--- config.mk ---
export PLATFORM = sky130hd
export DESIGN_NAME = conv_result_collector
export DESIGN_NICKNAME = d
export VERILOG_FILES = /design/src/rtl/conv_result_collector.sv
export SDC_FILE = /design/constraint.sdc
export NUM_CORES = 1
export LEC_CHECK = 0
export ABC_AREA = 1
export ABC_CLOCK_PERIOD_IN_PS = 3100
export CAP_MARGIN = 10
export CORE_ASPECT_RATIO = 1.2
export CORE_MARGIN = 4
export CORE_UTILIZATION = 39
export DETAILED_ROUTE_END_ITERATION = 10
export SETUP_SLACK_MARGIN = 0.05
export SYNTH_ARGS = -nofsm -noshare
export SYNTH_HDL_FRONTEND = slang
export SYNTH_SLANG_ARGS = --single-unit
--- constraint.sdc ---
create_clock -name clk -period 3.1 [get_ports clk]
set_input_delay 0.31 -clock clk [delete_from_list [all_inputs] [get_ports clk]]
set_output_delay 0.31 -clock clk [all_outputs]
set_load 0.03 [all_outputs]
--- src/rtl/conv_result_collector.sv ---
// Ping-pong frame buffer behind the convolution stream: collects Out_Dim x Out_Dim results per
// bank, requantizes them to 8 bits and re-streams each complete frame over valid/ready.
module conv_result_collector #(
  parameter int unsigned Out_Dim = 2,
  parameter int unsigned Shift   = 4,
  parameter int unsigned Idx_W   = 8
) (
  input  logic        clk,
  input  logic        rst,
  input  logic [15:0] in_result,
  input  logic        in_valid,
  output logic [7:0]  out_pixel,
  output logic        out_valid,
  input  logic        out_ready,
  output logic        out_last,
  output logic        overflow,
  input  logic        ovf_clr
);

  localparam int unsigned N  = Out_Dim * Out_Dim;
  localparam int unsigned AW = (N > 1) ? $clog2(N) : 1;
  localparam logic [Idx_W-1:0] LastIdx = Idx_W'(N - 1);
  localparam logic [16:0] Round = (Shift > 0) ? (17'd1 << (Shift - 1)) : 17'd0;

  logic [15:0]      mem_q [2][N];
  logic [1:0]       full_q, full_d;
  logic             wr_bank_q, wr_bank_d;
  logic [Idx_W-1:0] wr_idx_q, wr_idx_d;
  logic             rd_bank_q, rd_bank_d;
  logic [Idx_W-1:0] rd_idx_q, rd_idx_d;
  logic             ovf_q, ovf_d;

  logic        wr_en;
  logic        drop;
  logic        xfer;
  logic [15:0] rd_word;
  logic [16:0] rnd_sum;
  logic [16:0] quot;

  // A write only targets a free bank and a read only a full one, so they never share a flag.
  assign wr_en = in_valid && !full_q[wr_bank_q];
  assign drop  = in_valid && full_q[wr_bank_q];
  assign xfer  = full_q[rd_bank_q] && out_ready;

  always_comb begin
    full_d    = full_q;
    wr_bank_d = wr_bank_q;
    wr_idx_d  = wr_idx_q;
    rd_bank_d = rd_bank_q;
    rd_idx_d  = rd_idx_q;
    ovf_d     = ovf_q;

    if (wr_en) begin
      if (wr_idx_q == LastIdx) begin
        full_d[wr_bank_q] = 1'b1;
        wr_bank_d         = ~wr_bank_q;
        wr_idx_d          = '0;
      end else begin
        wr_idx_d = wr_idx_q + Idx_W'(1);
      end
    end

    if (xfer) begin
      if (rd_idx_q == LastIdx) begin
        full_d[rd_bank_q] = 1'b0;
        rd_bank_d         = ~rd_bank_q;
        rd_idx_d          = '0;
      end else begin
        rd_idx_d = rd_idx_q + Idx_W'(1);
      end
    end

    // A drop on the same edge as a clear leaves overflow set.
    if (ovf_clr) ovf_d = 1'b0;
    if (drop)    ovf_d = 1'b1;
  end

  always_ff @(posedge clk or negedge rst) begin
    if (!rst) begin
      full_q    <= '0;
      wr_bank_q <= 1'b0;
      wr_idx_q  <= '0;
      rd_bank_q <= 1'b0;
      rd_idx_q  <= '0;
      ovf_q     <= 1'b0;
    end else begin
      full_q    <= full_d;
      wr_bank_q <= wr_bank_d;
      wr_idx_q  <= wr_idx_d;
      rd_bank_q <= rd_bank_d;
      rd_idx_q  <= rd_idx_d;
      ovf_q     <= ovf_d;
    end
  end

  // Buffer contents are deliberately left out of reset.
  always_ff @(posedge clk) begin
    if (wr_en) begin
      mem_q[wr_bank_q][wr_idx_q[AW-1:0]] <= in_result;
    end
  end

  always_comb begin
    rd_word = mem_q[rd_bank_q][rd_idx_q[AW-1:0]];
    rnd_sum = {1'b0, rd_word} + Round;
    quot    = rnd_sum >> Shift;
  end

  assign out_pixel = (quot > 17'd255) ? 8'hFF : quot[7:0];
  assign out_valid = full_q[rd_bank_q];
  assign out_last  = full_q[rd_bank_q] && (rd_idx_q == LastIdx);
  assign overflow  = ovf_q;

endmodule

==> run metrics, run 1 <==
run status completed; kind of launch point of the worst setup path flop; routability congestion estimate from global placement 0.774; unrepaired setup endpoints after global routing false; slew margin rel. 36.3%; post-route setup TNS 0 ns; post-synthesis cell count 555; source of the worst register-to-register timing path wr_bank_q$_DFFE_PN0P_; per-instance average area after synthesis 10.4 sq um; CTS max path bufs 2; netlist area before placement 5750 sq um; number of design-rule violations left by the first detailed-router iteration 239; number of antenna violations at the first check in global routing 0; Max Cap Viol 0; Layout Cells excl Fill 790; final core utilization 47.4%; cell-by-cell listing of the critical path inv_6, o21ai_0, nand3_1, nand2_2, inv_1, ha_1, nand2_1, nor2_2, nand3_1, nand2_1, nand2_1, nand3_1, buf_4; cell area reported after detailed placement 6240 sq um; post-route clock skew 0.00981 ns; worst hold-check path type in -> async; Post-layout nets 629; library cell contributing the largest single delay on the critical path sky130_fd_sc_hd__dfrtp_2; Congestion Overflow GR 0; Root Driver sky130_fd_sc_hd__clkbuf_16; sequential fraction of the synthesis area 63.5%; cell count after placement 756; I/O pin total 32; sort of element at the end of the critical path output port; fraction of power consumed by combinational cells 35.1%; H-tree levels 4; maximum number of pins on one net before global-route repair 34; wire length of the first global-routing pass 18600 microns; Least-Margin Pin Slew 0.953 ns; number of remaining DRC errors 0; maximum vdd ir drop 434 uV; synthesis-stage register bit count 125; data arrival at the endpoint of the critical path 2.50 ns; flip-flop cell with the highest count after synthesis sky130_fd_sc_hd__edfxtp_1; r2r endpoint mem_q[1][37]$_DFFE_PP_; Die Wd 119 microns; total area of sequential cells 3650 sq um; Final Slew Violations 0; area delta synth->final 18.9%; max frequency 355 MHz; Die Height 141 microns; area of the core 14400 sq um; Final Hold Violating Endpoints 0; register-to-register setup slack 1.19 ns; clock net sink count 125; Yosys Warn Count 0; Max Used Layer met4; Starting Density 39.9%; half-perimeter wire length after detailed placement 7310 microns; Synth Net Count 582; number of global-route vias before repair 3710; top-count cell post-synth sky130_fd_sc_hd__nand2_1; design internal power 3.90 mW; share of total power consumed by net switching 37.1%; Crit path largest cell delay 0.49 ns; worst reg2reg path depth 5; area leader, netlist sky130_fd_sc_hd__edfxtp_1; Cell Pwr Density 909 nW/um^2; Reg power frac 34.1%; Clock Power Share 30.9%; Inserted Diodes 0; GRT Util Overall 14.4%; Met2 Routed Length 5900 microns; switching power of the nets 2.31 mW; async set-or-reset flop fraction in the synthesized netlist 16.8%; final worst path period need 2.81 ns; EDFF count, synth 104; final wirelength 11400 microns; routed length per instance 14.4 microns; clock tree from TritonCTS done; area used by multi-input combinational logic 1680 sq um; Synth cell types 33; maximum fanout along the worst path 33; ratio of routed vias to standard cells 4.85; antenna-violating nets left 0; number of buffers inserted during clock tree synthesis 17; Filler Cell Count 1289; number of placement rows 48; clock latency at the later pin of the worst-skew pair 0.41 ns; cell types with the highest counts after synthesis 132 x sky130_fd_sc_hd__nand2_1, 104 x sky130_fd_sc_hd__edfxtp_1, 73 x sky130_fd_sc_hd__inv_1, 53 x sky130_fd_sc_hd__nor2_1, 50 x sky130_fd_sc_hd__nand3_1; die area 16800 sq um; top cell type's share of synthesized area 54.3%; Final Power 6.21 mW; input/output buffers 28; period utilization 90.7%; register clock-pin slew on the reported worst setup and hold paths 0.06 ns; Pre-Repair DR Iteration Count 5; critical path required time 2.79 ns; metal1 wirelength 4900 microns; final number of setup-violating endpoints 0; critical path class reg -> out; leakage power total 2.82 nW; fraction of final layout cells sized beyond drive strength 1 15.4%; Final Instance Area 6840 sq um; total length of routed met3 wires 411 microns; cells taking the most area after synthesis sky130_fd_sc_hd__edfxtp_1 54%, sky130_fd_sc_hd__dfrtp_1 9.1%, sky130_fd_sc_hd__nand2_1 8.6%; overall via count from detail_route 3831
-- power groups by stage --
stage | combinational [mW] | sequential, mW | clock, mW
global placement | 2.12 | 2.15 | 0
detailed placement | 2.18 | 2.15 | 0
global route | 2.46 | 2.14 | 2.03
finish | 2.18 | 2.11 | 1.92
CTS | 2.21 | 2.11 | 1.95
floorplan | 1.71 | 2.12 | 0
-- timing repair --
action | 4_1_cts | 5_1_grt
pin swaps | 0 | 0
setup buffers | 2 | 0
gates cloned | 0 | 0
resized for setup | 7 | 13
setup endpoints to repair | 5 | 5
hold buffers | 0 | 0
-- critical path: cells and delay by family (launching register included) --
family,cells,cell delay [ns]
buf+inv,3,0.49
fa+ha+maj,1,0.20
simple gates,8,0.77
compound gates,1,0.14
flops,1,0.49
-- registers in the layout, summed over array words and instances (netlist names) --
name / flops
rd_bank_q: 1
wr_bank_q: 1
wr_idx_q: 8
rd_idx_q: 8
full_q: 2
mem_q: 104
overflow: 1
-- cell usage in the layout, fill, tap and decap left out, types with 4 or more instances in the layout --
master,n
sky130_fd_sc_hd__nor3_2,8
sky130_fd_sc_hd__dfrtp_1,20
sky130_fd_sc_hd__inv_6,5
sky130_fd_sc_hd__nor2_1,53
sky130_fd_sc_hd__clkbuf_2,5
sky130_fd_sc_hd__edfxtp_1,104
sky130_fd_sc_hd__clkinv_4,4
sky130_fd_sc_hd__o21ai_2,4
sky130_fd_sc_hd__clkinvlp_4,4
sky130_fd_sc_hd__a21oi_1,8
sky130_fd_sc_hd__ha_1,6
sky130_fd_sc_hd__nand2_1,132
sky130_fd_sc_hd__o21ai_0,14
sky130_fd_sc_hd__nor4_1,4
sky130_fd_sc_hd__xor2_1,7
sky130_fd_sc_hd__nor2_4,4
sky130_fd_sc_hd__nand4_1,5
sky130_fd_sc_hd__nand2_2,9
sky130_fd_sc_hd__o21ai_1,10
sky130_fd_sc_hd__inv_1,73
sky130_fd_sc_hd__clkdlybuf4s50_1,20
sky130_fd_sc_hd__buf_4,20
sky130_fd_sc_hd__nand3_1,50
sky130_fd_sc_hd__clkbuf_16,17
-- layer usage --
metal | global-route usage [%] | vias up
met5 | 0 | -
li1 | - | 1930
met3 | 3.17 | 20
met4 | 6.16 | 0
met1 | 17.8 | 1813
met2 | 24.4 | 68
-- final cells by class --
cell class	instances	area share, %
Clock inverter	14	2.34
Inverter	78	4.39
Clock buffer	18	6.28
Timing Repair Buffer	47	5.82
Tap cell	175	3.20
Sequential cell	125	53.4
Multi-Input combinational cell	333	24.6
-- logic make-up (layout without fill, tap and decap cells) --
logic type | count (synthesis) | after routing | synth area share (%)
AO/OA/AOI/OAI | 42 | 42 | 4.35
XOR/XNOR | 10 | 10 | 1.52
adder cells (fa/ha/maj) | 6 | 6 | 1.31
buffers and inverters | 97 | 157 | 7.86
flip-flops | 125 | 125 | 63.5
AND/OR/NAND/NOR | 275 | 275 | 21.5
-- worst max path at each step --
stage                           from                     end  slack, ns  depth (start not counted)
2_1_floorplan  wr_bank_q$_DFFE_PN0P_  mem_q[1][35]$_DFFE_PP_       0.82                          6
3_3_place_gp   rd_bank_q$_DFFE_PN0P_            out_pixel[0]       0.17                         11
3_5_place_dp   rd_bank_q$_DFFE_PN0P_            out_pixel[0]       0.12                         14
4_1_cts        rd_bank_q$_DFFE_PN0P_            out_pixel[2]       0.07                         13
5_1_grt        rd_bank_q$_DFFE_PN0P_            out_pixel[4]       0.07                         13
6_report       rd_bank_q$_DFFE_PN0P_            out_pixel[5]       0.29                         13
-- metrics by stage --
| stage | setup slack (ns) | hold WS (ns) |
|---|---|---|
| 2_1_floorplan | 0.821 | 0.0144 |
| 3_3_place_gp | 0.174 | 0.468 |
| 3_5_place_dp | 0.117 | 0.465 |
| 4_1_cts | 0.0729 | 0.444 |
| 5_1_grt | 0.0742 | 0.494 |
| 6_report | 0.287 | 0.427 |
Note: power is estimated with default switching activity, not from simulation.
==> inputs of run 2 (changes only) <==
--- a/config.mk
+++ b/config.mk
@@ -13,6 +13,7 @@
 export CORE_UTILIZATION = 39
 export DETAILED_ROUTE_END_ITERATION = 10
 export SETUP_SLACK_MARGIN = 0.05
+export SKIP_CTS_REPAIR_TIMING = 1
 export SYNTH_ARGS = -nofsm -noshare
 export SYNTH_HDL_FRONTEND = slang
 export SYNTH_SLANG_ARGS = --single-unit
==> run metrics, run 2 (synthesized netlist as in run 1, its figures left out) <==
kind of launch point of the worst setup path flop; commonest cells after routing, fill and taps aside 132 x sky130_fd_sc_hd__nand2_1, 104 x sky130_fd_sc_hd__edfxtp_1, 73 x sky130_fd_sc_hd__inv_1; switching power of the nets 2.31 mW (about the same); Final Slew Violations 0 (unchanged); final worst path period need 2.85 ns (+0.0391 ns); H-tree levels 4 (unchanged); pre-CTS setup slack 0.117 ns (unchanged); source of the worst register-to-register timing path wr_bank_q$_DFFE_PN0P_; Die Wd 119 microns (unchanged); Final Power 6.20 mW (-0.15%); number of design-rule violations left by the first detailed-router iteration 181 (-24%); number of buffers inserted during clock tree synthesis 17 (unchanged); maximum vdd ir drop 434 uV (about the same); Final Instance Area 6830 sq um (-0.13%); worst hold slack after final layout 0.426 ns (-0.00102 ns); routability congestion estimate from global placement 0.774 (unchanged); cell area reported after detailed placement 6240 sq um (unchanged); final number of setup-violating endpoints 0 (unchanged); leading cell type in the layout, fill and taps excluded sky130_fd_sc_hd__nand2_1; GRT Util Overall 14.3% (-0.093 points); maximum number of pins on one net before global-route repair 34 (unchanged); area delta synth->final 18.7%; number of remaining DRC errors 0 (unchanged); Root Driver sky130_fd_sc_hd__clkbuf_16; Congestion Overflow GR 0 (unchanged); run status completed; critical path required time 2.79 ns (about the same); post-route setup TNS 0 ns (unchanged); design internal power 3.89 mW (-0.24%); clock tree from TritonCTS done; half-perimeter wire length after detailed placement 7310 microns (unchanged); fraction of power consumed by combinational cells 34.8% (-0.3 points); clock latency at the later pin of the worst-skew pair 0.41 ns (about the same); die area 16800 sq um (unchanged); Least-Margin Pin Slew 0.952 ns (-0.000774 ns); Die Height 141 microns (unchanged); Reg power frac 34.2% (about the same); ratio of routed vias to standard cells 4.81 (-0.71%); unrepaired setup endpoints after global routing false; Post-layout nets 628 (-0.16%); Pre-Repair DR Iteration Count 4 (-1); Max Cap Viol 0 (unchanged); max frequency 351 MHz (-1.4%); maximum fanout along the worst path 26 (-21%); Cell Pwr Density 908 nW/um^2 (about the same); Layout Cells excl Fill 789 (-0.13%); overall via count from detail_route 3799 (-0.84%); share of total power consumed by net switching 37.2% (+0.055 points); clock net sink count 125 (unchanged); cell count after placement 756 (unchanged); final core utilization 47.4% (-0.061 points); fraction of final layout cells sized beyond drive strength 1 15.3% (-0.14 points); routed length per instance 14.5 microns (+0.61%); sort of element at the end of the critical path output port; input/output buffers 28 (unchanged); antenna-violating nets left 0 (unchanged); worst hold-check path type in -> async; number of global-route vias before repair 3699 (-0.30%); Clock Power Share 30.9% (about the same); Largest register FFs 104 (unchanged); Final Worst Setup Slack 0.248 ns (-0.0391 ns); critical path class reg -> out; r2r endpoint mem_q[1][37]$_DFFE_PP_; number of antenna violations at the first check in global routing 0 (unchanged); CTS max path bufs 2 (unchanged); Starting Density 39.9% (unchanged); final wirelength 11500 microns (+0.48%); data arrival at the endpoint of the critical path 2.54 ns (+0.04 ns); period utilization 92.0% (+1.3 points); number of placement rows 48 (unchanged); register clock-pin slew on the reported worst setup and hold paths 0.06 ns (about the same); leakage power total 2.82 nW (-0.22%); Final Hold Violating Endpoints 0 (unchanged); slew margin rel. 36.3% (+0.052 points); wire length of the first global-routing pass 18500 microns (-0.56%); Inserted Diodes 0 (unchanged); post-route clock skew 0.00930 ns (-0.000513 ns); worst reg2reg path depth 5 (unchanged); area of the core 14400 sq um (unchanged); I/O pin total 32 (unchanged); register-to-register setup slack 1.19 ns (about the same)
[run 2: changes by cell type in the layout (fill, tap and decap cells not counted)]
cell | previous run | this run
sky130_fd_sc_hd__dfrtp_4 | 0 | 1
sky130_fd_sc_hd__inv_2 | 3 | 4
sky130_fd_sc_hd__inv_8 | 0 | 1
sky130_fd_sc_hd__inv_6 | 5 | 4
sky130_fd_sc_hd__buf_6 | 2 | 1
sky130_fd_sc_hd__inv_4 | 1 | 0
sky130_fd_sc_hd__clkbuf_4 | 0 | 1
sky130_fd_sc_hd__dfrtp_2 | 1 | 0
sky130_fd_sc_hd__buf_4 | 20 | 19
[run 2: worst max-delay path by stage]
stage	start	endpoint	slack, ns	depth (start not counted)
4_1_cts	rd_bank_q$_DFFE_PN0P_	out_pixel[0]	-0.34	14
5_1_grt	rd_idx_q[0]$_DFFE_PN0P_	out_pixel[4]	0.05	12
2_1_floorplan	wr_bank_q$_DFFE_PN0P_	mem_q[1][35]$_DFFE_PP_	0.82	6
6_report	rd_bank_q$_DFFE_PN0P_	out_pixel[5]	0.25	14
3_3_place_gp	rd_bank_q$_DFFE_PN0P_	out_pixel[0]	0.17	11
3_5_place_dp	rd_bank_q$_DFFE_PN0P_	out_pixel[0]	0.12	14
[run 2: layout make-up]
class / instances / area, sq um
well taps: 175 / 219
fillers: 1291 / 7590
flip-flops and latches: 125 / 3650
clock inverters: 14 / 160
inverters: 78 / 300
multi-input cells: 333 / 1680
clock buffers: 18 / 429
repair buffers: 46 / 387
[run 2: power by group through the flow]
| stage | sequential (mW) | clock, mW | combinational [mW] |
|---|---|---|---|
| after floorplan | 2.12 | 0 | 1.71 |
| after global routing | 2.15 | 2.03 | 2.45 |
| after detailed placement | 2.15 | 0 | 2.18 |
| after global placement | 2.15 | 0 | 2.12 |
| after CTS | 2.12 | 1.95 | 2.18 |
| final | 2.12 | 1.92 | 2.16 |
[run 2: critical path, stage by stage (launching register included)]
cell and delay [ns]:
sky130_fd_sc_hd__dfrtp_4 0.56, sky130_fd_sc_hd__buf_6 0.21, sky130_fd_sc_hd__nand2_1 0.08, sky130_fd_sc_hd__nand3_1 0.07, sky130_fd_sc_hd__nand2_1 0.09, sky130_fd_sc_hd__nand2_1 0.06
sky130_fd_sc_hd__nand2_2 0.12, sky130_fd_sc_hd__ha_1 0.22, sky130_fd_sc_hd__nand2_1 0.11, sky130_fd_sc_hd__nor2_2 0.18, sky130_fd_sc_hd__nand3_1 0.09, sky130_fd_sc_hd__nand2_1 0.07
sky130_fd_sc_hd__nand2_1 0.05, sky130_fd_sc_hd__nand3_1 0.07, sky130_fd_sc_hd__buf_4 0.16
[run 2: routing by layer]
layer,GRT usage (%),up-vias,share of wire (%)
met1,17.6,1795,43
met5,0,-,0
met3,3.17,16,3.4
met2,24.2,61,52
met4,6.16,0,1.9
li1,-,1927,-
